## src/rtl/button_debounce_if.sv

```systemverilog
// button_debounce_if: bundles the tick/clear/button inputs and the
// debounced level and pulse outputs of button_debounce.
// The master modport drives the raw inputs. The slave modport is the debouncer side.
interface button_debounce_if #(
    parameter int unsigned NUM_BUTTONS = 2
);
    logic                   i_tick;
    logic                   i_clear;
    logic [NUM_BUTTONS-1:0] i_buttons;
    logic [NUM_BUTTONS-1:0] o_level;
    logic [NUM_BUTTONS-1:0] o_press_pulse;
    logic [NUM_BUTTONS-1:0] o_release_pulse;

    modport master (
        output i_tick,
        output i_clear,
        output i_buttons,
        input  o_level,
        input  o_press_pulse,
        input  o_release_pulse
    );

    modport slave (
        input  i_tick,
        input  i_clear,
        input  i_buttons,
        output o_level,
        output o_press_pulse,
        output o_release_pulse
    );
endinterface

```

## src/rtl/button_debounce.sv

```systemverilog
// button_debounce: two-flop synchroniser plus one independent debounce FSM
// per button channel. The FSMs are timed by the i_tick pulse. Each channel
// produces a registered level and one-cycle press/release pulses.
// Optional feature macro: BUTTON_AUTOREPEAT_EN. When it is defined, a held
// button emits repeated press pulses.
module button_debounce #(
    parameter int unsigned NUM_BUTTONS    = 2,
    parameter int unsigned DEBOUNCE_TICKS = 3,
    parameter int unsigned REPEAT_DELAY   = 8,
    parameter int unsigned REPEAT_PERIOD  = 4
) (
    input  logic                clk,
    input  logic                rst_n,
    button_debounce_if.slave    bus
);

    function automatic int unsigned max_u(input int unsigned a, input int unsigned b);
        return (a > b) ? a : b;
    endfunction

    // One counter width serves both the debounce and repeat counters (min 4 bits)
    localparam int unsigned CW = max_u(4, max_u($clog2(DEBOUNCE_TICKS + 1),
                                       max_u($clog2(REPEAT_DELAY + 1),
                                             $clog2(REPEAT_PERIOD + 1))));

    typedef enum logic [1:0] {
        IDLE,
        PRESS_WAIT,
        PRESSED,
        RELEASE_WAIT
    } state_t;

    logic [NUM_BUTTONS-1:0] sync1_q;
    logic [NUM_BUTTONS-1:0] sync2_q;

    // Two-flop synchroniser for the asynchronous button levels
    always_ff @(posedge clk or negedge rst_n) begin
        if (!rst_n) begin
            sync1_q <= '0;
            sync2_q <= '0;
        end else begin
            sync1_q <= bus.i_buttons;
            sync2_q <= sync1_q;
        end
    end

    for (genvar g = 0; g < NUM_BUTTONS; g++) begin : g_ch
        state_t        state_q, state_d;
        logic [CW-1:0] cnt_q, cnt_d;
        logic          level_q, level_d;
        logic          press_q, press_d;
        logic          release_q, release_d;
        logic          s;
`ifdef BUTTON_AUTOREPEAT_EN
        logic [CW-1:0] rep_q, rep_d;
`endif

        assign s = sync2_q[g];

        // State, counters and registered outputs of this channel
        always_ff @(posedge clk or negedge rst_n) begin
            if (!rst_n) begin
                state_q   <= IDLE;
                cnt_q     <= '0;
                level_q   <= 1'b0;
                press_q   <= 1'b0;
                release_q <= 1'b0;
`ifdef BUTTON_AUTOREPEAT_EN
                rep_q     <= '0;
`endif
            end else begin
                state_q   <= state_d;
                cnt_q     <= cnt_d;
                level_q   <= level_d;
                press_q   <= press_d;
                release_q <= release_d;
`ifdef BUTTON_AUTOREPEAT_EN
                rep_q     <= rep_d;
`endif
            end
        end

        // Next-state logic. A sync-level change beats a tick, and clear beats everything
        always_comb begin
            state_d   = state_q;
            cnt_d     = cnt_q;
            press_d   = 1'b0;
            release_d = 1'b0;
`ifdef BUTTON_AUTOREPEAT_EN
            rep_d     = rep_q;
`endif
            case (state_q)
                IDLE: begin
                    if (s) begin
                        state_d = PRESS_WAIT;
                        cnt_d   = CW'(DEBOUNCE_TICKS);
                    end
                end
                PRESS_WAIT: begin
                    if (!s) begin
                        state_d = IDLE;
                    end else if (bus.i_tick) begin
                        if (cnt_q == CW'(1)) begin
                            state_d = PRESSED;
                            press_d = 1'b1;
`ifdef BUTTON_AUTOREPEAT_EN
                            rep_d   = CW'(REPEAT_DELAY);
`endif
                        end else begin
                            cnt_d = cnt_q - 1'b1;
                        end
                    end
                end
                PRESSED: begin
                    if (!s) begin
                        state_d = RELEASE_WAIT;
                        cnt_d   = CW'(DEBOUNCE_TICKS);
                    end
`ifdef BUTTON_AUTOREPEAT_EN
                    else if (bus.i_tick) begin
                        if (rep_q == CW'(1)) begin
                            press_d = 1'b1;
                            rep_d   = CW'(REPEAT_PERIOD);
                        end else begin
                            rep_d = rep_q - 1'b1;
                        end
                    end
`endif
                end
                RELEASE_WAIT: begin
                    if (s) begin
                        state_d = PRESSED;
`ifdef BUTTON_AUTOREPEAT_EN
                        rep_d   = CW'(REPEAT_PERIOD);
`endif
                    end else if (bus.i_tick) begin
                        if (cnt_q == CW'(1)) begin
                            state_d   = IDLE;
                            release_d = 1'b1;
                        end else begin
                            cnt_d = cnt_q - 1'b1;
                        end
                    end
                end
                default: state_d = IDLE;
            endcase

            if (bus.i_clear) begin
                state_d   = IDLE;
                press_d   = 1'b0;
                release_d = 1'b0;
            end

            level_d = (state_d == PRESSED) || (state_d == RELEASE_WAIT);
        end

        assign bus.o_level[g]         = level_q;
        assign bus.o_press_pulse[g]   = press_q;
        assign bus.o_release_pulse[g] = release_q;
    end

endmodule

```

## src/flat_wrapper.sv

```systemverilog
// flat-port wrapper written by rule: the top's interface ports become plain ports
module button_debounce_flat 
#(
    parameter int unsigned NUM_BUTTONS    = 2,
    parameter int unsigned DEBOUNCE_TICKS = 3,
    parameter int unsigned REPEAT_DELAY   = 8,
    parameter int unsigned REPEAT_PERIOD  = 4
)
  (clk, rst_n, bus_i_tick, bus_i_clear, bus_i_buttons, bus_o_level, bus_o_press_pulse, bus_o_release_pulse);
  button_debounce_if #(.NUM_BUTTONS(NUM_BUTTONS)) bus_i ();
  input  logic clk;
  input  logic rst_n;
  input wire logic [$bits(bus_i.i_tick)-1:0] bus_i_tick;
  input wire logic [$bits(bus_i.i_clear)-1:0] bus_i_clear;
  input wire logic [$bits(bus_i.i_buttons)-1:0] bus_i_buttons;
  output wire logic [$bits(bus_i.o_level)-1:0] bus_o_level;
  output wire logic [$bits(bus_i.o_press_pulse)-1:0] bus_o_press_pulse;
  output wire logic [$bits(bus_i.o_release_pulse)-1:0] bus_o_release_pulse;
  assign bus_i.i_tick = bus_i_tick;
  assign bus_i.i_clear = bus_i_clear;
  assign bus_i.i_buttons = bus_i_buttons;
  assign bus_o_level = bus_i.o_level;
  assign bus_o_press_pulse = bus_i.o_press_pulse;
  assign bus_o_release_pulse = bus_i.o_release_pulse;
  button_debounce #(.NUM_BUTTONS(NUM_BUTTONS), .DEBOUNCE_TICKS(DEBOUNCE_TICKS), .REPEAT_DELAY(REPEAT_DELAY), .REPEAT_PERIOD(REPEAT_PERIOD)) u_core (.clk(clk), .rst_n(rst_n), .bus(bus_i));
endmodule
```

## config.mk

```make
export PLATFORM = sky130hd
export DESIGN_NAME = button_debounce_flat
export DESIGN_NICKNAME = d
export VERILOG_FILES = /design/src/rtl/button_debounce_if.sv /design/src/rtl/button_debounce.sv /design/src/flat_wrapper.sv
export SDC_FILE = /design/constraint.sdc
export NUM_CORES = 1
export LEC_CHECK = 0
export CAP_MARGIN = 15
export CORE_UTILIZATION = 51
export CTS_BUF_LIST = sky130_fd_sc_hd__clkbuf_8
export CTS_CLUSTER_DIAMETER = 40
export DETAILED_ROUTE_END_ITERATION = 7
export PLACE_DENSITY = 0.76
export SYNTH_ARGS = -nofsm -noshare
export SYNTH_HDL_FRONTEND = slang
export SYNTH_SLANG_ARGS = --single-unit
```

## constraint.sdc

```tcl
create_clock -name clk -period 1.5 [get_ports clk]
set_input_delay 0.3 -clock clk [delete_from_list [all_inputs] [get_ports clk]]
set_output_delay 0.3 -clock clk [all_outputs]
set_load 0.02 [all_outputs]
```

# Yosys cells after proc, flatten, opt, wreduce, memory -nomap -nowiden
# Cells that the tools add are included.
[word_totals]
regBits = 22
out_inout_bits = 6
elab_cells = 90
[op_classes]
addsub = 2
n_eq_ne = 20
mux = 50
n_reduce_logical = 6
[ops]
columns = ["op", "n"]
rows = [
  ["4-bit two-way mux", 12],
  ["2-bit two-way mux", 18],
  ["4-bit one-hot mux with 4 select lines", 2],
  ["2-bit == test, second input constant", 8],
  ["1-bit two-way mux", 16],
  ["2-bit one-hot mux with 4 select lines", 2],
  ["4-bit by 1-bit == test with 1-bit output, second input constant", 2],
  ["2-bit by 1-bit != test with 1-bit output, second input constant", 4],
  ["2-bit != test, second input constant", 4],
  ["4-bit AND reduction", 2],
  ["4-bit by 1-bit subtractor with 4-bit output, second input constant", 2],
  ["2-bit by 1-bit == test with 1-bit output, second input constant", 2],
  ["2-bit zero test", 2],
  ["1-bit logical OR", 2],
]

# Logic depth before layout (Yosys ltp)
# Gate-level depths: netlist of run 1.
[logic_depth]
ltp_word = 8
depth_mapped = 5
mapped_depth_nobuf = 5

# Least setup slack after synthesis of run 1
# OpenSTA, ideal clock, no wires.
[synth_timing]
path_kind = "reg-to-reg"
startpoint = "register u_core.g_ch[0].cnt_q[2]"
endpoint = "register u_core.g_ch[0].cnt_q[3]"
setup_ps = 69
arrival_time_ps = 1462
required_ps = 1431
path_slack_ps = -31
path_stages_with_launch = 4
path_buffers = 0
cell_sequence = "dfrtp_1 > or4b_1 > or4_1 > nand3_1"
[synth_between]
elab_chain_len = 5
[synth_rtl]
columns = ["element", "line", "text"]
rows = [
  ["start: declaration", "button_debounce.sv:49", "logic [CW-1:0] cnt_q, cnt_d;"],
  ["start signal: assignment", "button_debounce.sv:73", "cnt_q <= cnt_d;"],
  ["4-bit by 1-bit subtractor with 4-bit output / 4-bit by 1-bit == test with 1-bit output (equally long branches)", "n/a", ""],
  ["4-bit two-way mux (*)", "button_debounce.sv:103, button_debounce.sv:137", ""],
  ["4-bit two-way mux (*)", "button_debounce.sv:136", "end else if (bus.i_tick) begin"],
  ["4-bit two-way mux, on equally long branches", "button_debounce.sv:131, button_debounce.sv:100", ""],
  ["4-bit one-hot mux with 4 select lines (*)", "button_debounce.sv:92", "case (state_q)"],
]
# Every way passes the cells marked *; elsewhere a longest branch is shown, timed or not. The select of a mux whose other input is x is not followed.
# A chain may end at the register's enable or synchronous reset.

# Final worst setup path of run 1
[layout_timing]
startpoint = "register u_core.g_ch[0].cnt_q[1]"
endpoint = "register u_core.g_ch[0].cnt_q[3]"
# The elaborated chain is that of the path after synthesis.

==> reports/qor.csv, run 1 <==
stage,metric,value,unit
power_and_ir_drop,power.share.sequential,0.548,
detailed_routing,finalWirelength,2173,µm
cts,clk-insertion-delay-late,260,ps
sta,worst_pin_slew,368.5,ps
cts,cts_tree,yes,
detailed_routing,drt_iter0_drc,27,
die,io_pins,12,
cts,htree_levels,1,
detailed_routing,vias,834,
finish,nNetsFinal,132,
sta,fmax,662.2,MHz
synthesis,ys_ff_latch,21,
synthesis,avgSynthCellArea,10.26,µm²
synthesis,synth_top_area_share,0.4924,
synthesis,synthDistinctLibCells,31,
global_route,antenna_found_initial,0,
cts,hold_buffers,0,
synthesis,synth_common_cells,"21 x dfrtp_1, 13 x nand2_1",
sta,finalCritPeriodShare,1.007,
critical_path,cp_max_fo,3,
finish,nFillCells,159,
critical_path,endpoint_kind,flop,
global_route,grt_pass1_vias,823,
placement,dp_hpwl,1365,µm
finish,fin_cells,148,
synthesis,synth.area.top_cells,"dfrtp_1 49%, nor4b_1 4.9%, ha_1 4.7%",
run,cap_violations,0,
detailed_routing,ant_nets,0,
global_route,grt_max_degree,22,
critical_path,cp_slowest_cell,or4b_4,
sta,slew_headroom,0.7509,
synthesis,ys_seq_area_frac,0.4924,
synthesis,netlist_instances,104,
synthesis,synth_edf_count,0,
sta,fin_skew,4.643,ps
detailed_routing,wl_per_cell,14.68,µm
synthesis,yosysTopAreaCell,dfrtp_1,
power_and_ir_drop,clkPwrFrac,0.337,
placement,place_congestion,0.8070,
detailed_routing,first_pass_iters,4,
power_and_ir_drop,switching_share,0.2481,
cts,clock-root-buffer,clkbuf_8,
critical_path,worstSetupPathType,flop to flop,
synthesis,synth-async-reset-ratio,1.000,
sta,finalSetupViolCount,1,
power_and_ir_drop,power,1.098,mW
power_and_ir_drop,leakage,0.7000,nW
synthesis,synth_nets,114,
synthesis,yosysMostFrequentCell,dfrtp_1,
finish,diodes,0,
placement,dp.cells,142,
sta,grt_setup_unrepaired,yes,
sta,tns,-10.23,ps
detailed_routing,drc,0,
synthesis,ys.flop_type,dfrtp_1,
critical_path,cp.arrival,1710,ps
synthesis,syn-cell-area,1067,µm²
cts,path_clk_slew,80,ps
critical_path,worstSetupStartpointType,flop,
critical_path,cpPeakStageDelay,540,ps
cts,cts_sinks,21,
die,rows,16,
sta,fin_crit,1510,ps
die,dieHeight,47.75,µm
die,die_w,47.75,µm
sta,hold_viol_final,0,
power_and_ir_drop,power_frac_comb,0.115,
finish,final_layout_size_suffix_gt1_frac,0.2314,
finish,syn_to_final_growth,27.67,%
outcome,failed_checks,negative setup slack,
min_path,holdCritPathClass,flop to flop,
detailed_routing,via_per_inst,5.635,
power_and_ir_drop,cellPowerDensity,805.6,nW/µm²
global_route,grt_usage,0.2166,
die,die_area,2280,µm²
synthesis,ys_warn_count,0,
placement,port_buffers,11,
cts,cts_inserted_buffers,3,
placement,pre_cts_slack,-292.3,ps
die,start_util,0.5440,
outcome,outcome,"complete, but fails checks",
die,core,1962,µm²
global_route,overflow,0,
power_and_ir_drop,p_sw,272.3,µW
global_route,grt_pass1_wl,3387,µm
critical_path,required,1700,ps
cts,clk_path_buf_depth,2,
power_and_ir_drop,intPower,825.4,µW
critical_path,cp_cell_sequence,or4b_4 -> or4_1 -> nand3_1,
power_and_ir_drop,irDropWorstVdd,0.5588,mV
sta,slew_violations,0,
sta,fin_ws,-10.23,ps
[cell families after synthesis]
kind of cell / count (synthesis) / synth area share
AND/OR/NAND/NOR: 47 / 0.2579
flip-flops: 21 / 0.4924
buffers and inverters: 15 / 0.07385
AO/OA/AOI/OAI: 13 / 0.09614
XOR/XNOR: 4 / 0.03283
adder cells (fa/ha/maj): 4 / 0.04690
[registers in the layout (all words and copies together) (netlist names)]
register               cells
u_core.g_ch.cnt_q          8
u_core.g_ch.press_q        2
u_core.g_ch.state_q        3
u_core.sync2_q             2
u_core.g_ch.level_q        2
u_core.g_ch.release_q      2
u_core.sync1_q             2
[power by group through the flow]
stage,Clock [mW],Combinational [mW],Sequential (mW)
after floorplan,0,0.0575,0.605
after global placement,0,0.111,0.608
after detailed placement,0,0.116,0.609
after CTS,0.372,0.120,0.597
after global routing,0.399,0.142,0.604
final,0.370,0.126,0.602
[stage by stage]
stage	hold WS (ps)	area (µm²)	util
floorplan	4.409	1072	-
global placement	332.7	1227	0.6256
detailed placement	342.6	1227	0.6256
CTS	360.2	1306	0.6658
global route	361.2	1363	0.6945
finish	358.0	1363	0.6945
[cell usage in the layout (no fill, tap or decap), drive strengths merged]
cell and count:
and2 1, xnor2 2, ha 4, dfrtp 21, nand2b 3, a21oi 2
nand2 13, or4 3, and3b 2, nor2b 2, nor3b 2, a2bb2oi 1
dlymetal6s2s 5, clkbuf 3, a22o 1, dlygate4sd2 2, o41ai 1, buf 11
nor4 1, nand3 6, nand4 1, nor2 4, nor4b 6, clkinv 1
a311oi 5, or4b 1, o211ai 1, a31o 1, or3b 1, a31oi 1
nor3 1, clkdlybuf4s50 4, inv 6, xor2 2
[final timing paths]
check                                   startpoint                       to  slack (ps)  cells past startpoint
setup / recovery           u_core.g_ch[0].cnt_q[1]  u_core.g_ch[0].cnt_q[3]         -10                      3
hold / removal                   u_core.sync1_q[0]        u_core.sync2_q[0]         360                      0
setup reg to reg           u_core.g_ch[0].cnt_q[1]  u_core.g_ch[0].cnt_q[3]         -10                      3
hold reg to reg                  u_core.sync1_q[0]        u_core.sync2_q[0]         360                      0
max in group asynchronous                    rst_n  u_core.g_ch[0].cnt_q[2]         890                      2
min in group asynchronous                    rst_n   u_core.g_ch[0].press_q         380                      2
[area by class of cell]
type,instances,area [µm²],share of cell area
Clock buffer,3,41.29,0.03030
Clock inverter,1,5.005,0.003673
Inverter,6,22.52,0.01653
Multi-Input combinational cell,68,530.5,0.3893
Sequential cell,21,526.8,0.3866
Tap cell,27,33.78,0.02479
Timing Repair Buffer,22,202.7,0.1488
[timing repair]
action / 4_1_cts / 5_1_grt
buffers inserted: 2 / 0
resized for setup: 7 / 14
pin swaps: 1 / 3
setup endpoints to repair: 11 / 15
[critical path: cells and delay by family (launching register included)]
family           cells  cell delay (ps)
flip-flops           1              410
AND/OR/NAND/NOR      3             1040
[routing by layer]
layer  part of all wire  global-route usage  up-vias
li1                   -                   -      403
met4             0.0097              0.1222        0
met1               0.46              0.2783      415
met5                  0                   0        -
met3              0.038             0.03396        2
met2               0.49              0.3459       14
No activity file was read; power rests on OpenSTA's default activity.
==> run 2, diff against run 1 <==
--- a/config.mk
+++ b/config.mk
@@ -10,6 +10,7 @@
 export CTS_BUF_LIST = sky130_fd_sc_hd__clkbuf_8
 export CTS_CLUSTER_DIAMETER = 40
 export DETAILED_ROUTE_END_ITERATION = 7
+export GPL_ROUTABILITY_DRIVEN = 0
 export PLACE_DENSITY = 0.76
 export SYNTH_ARGS = -nofsm -noshare
 export SYNTH_HDL_FRONTEND = slang
==> results of run 2 <==
Same layout as run 1: the final DEF is identical, and so are final timing and power.
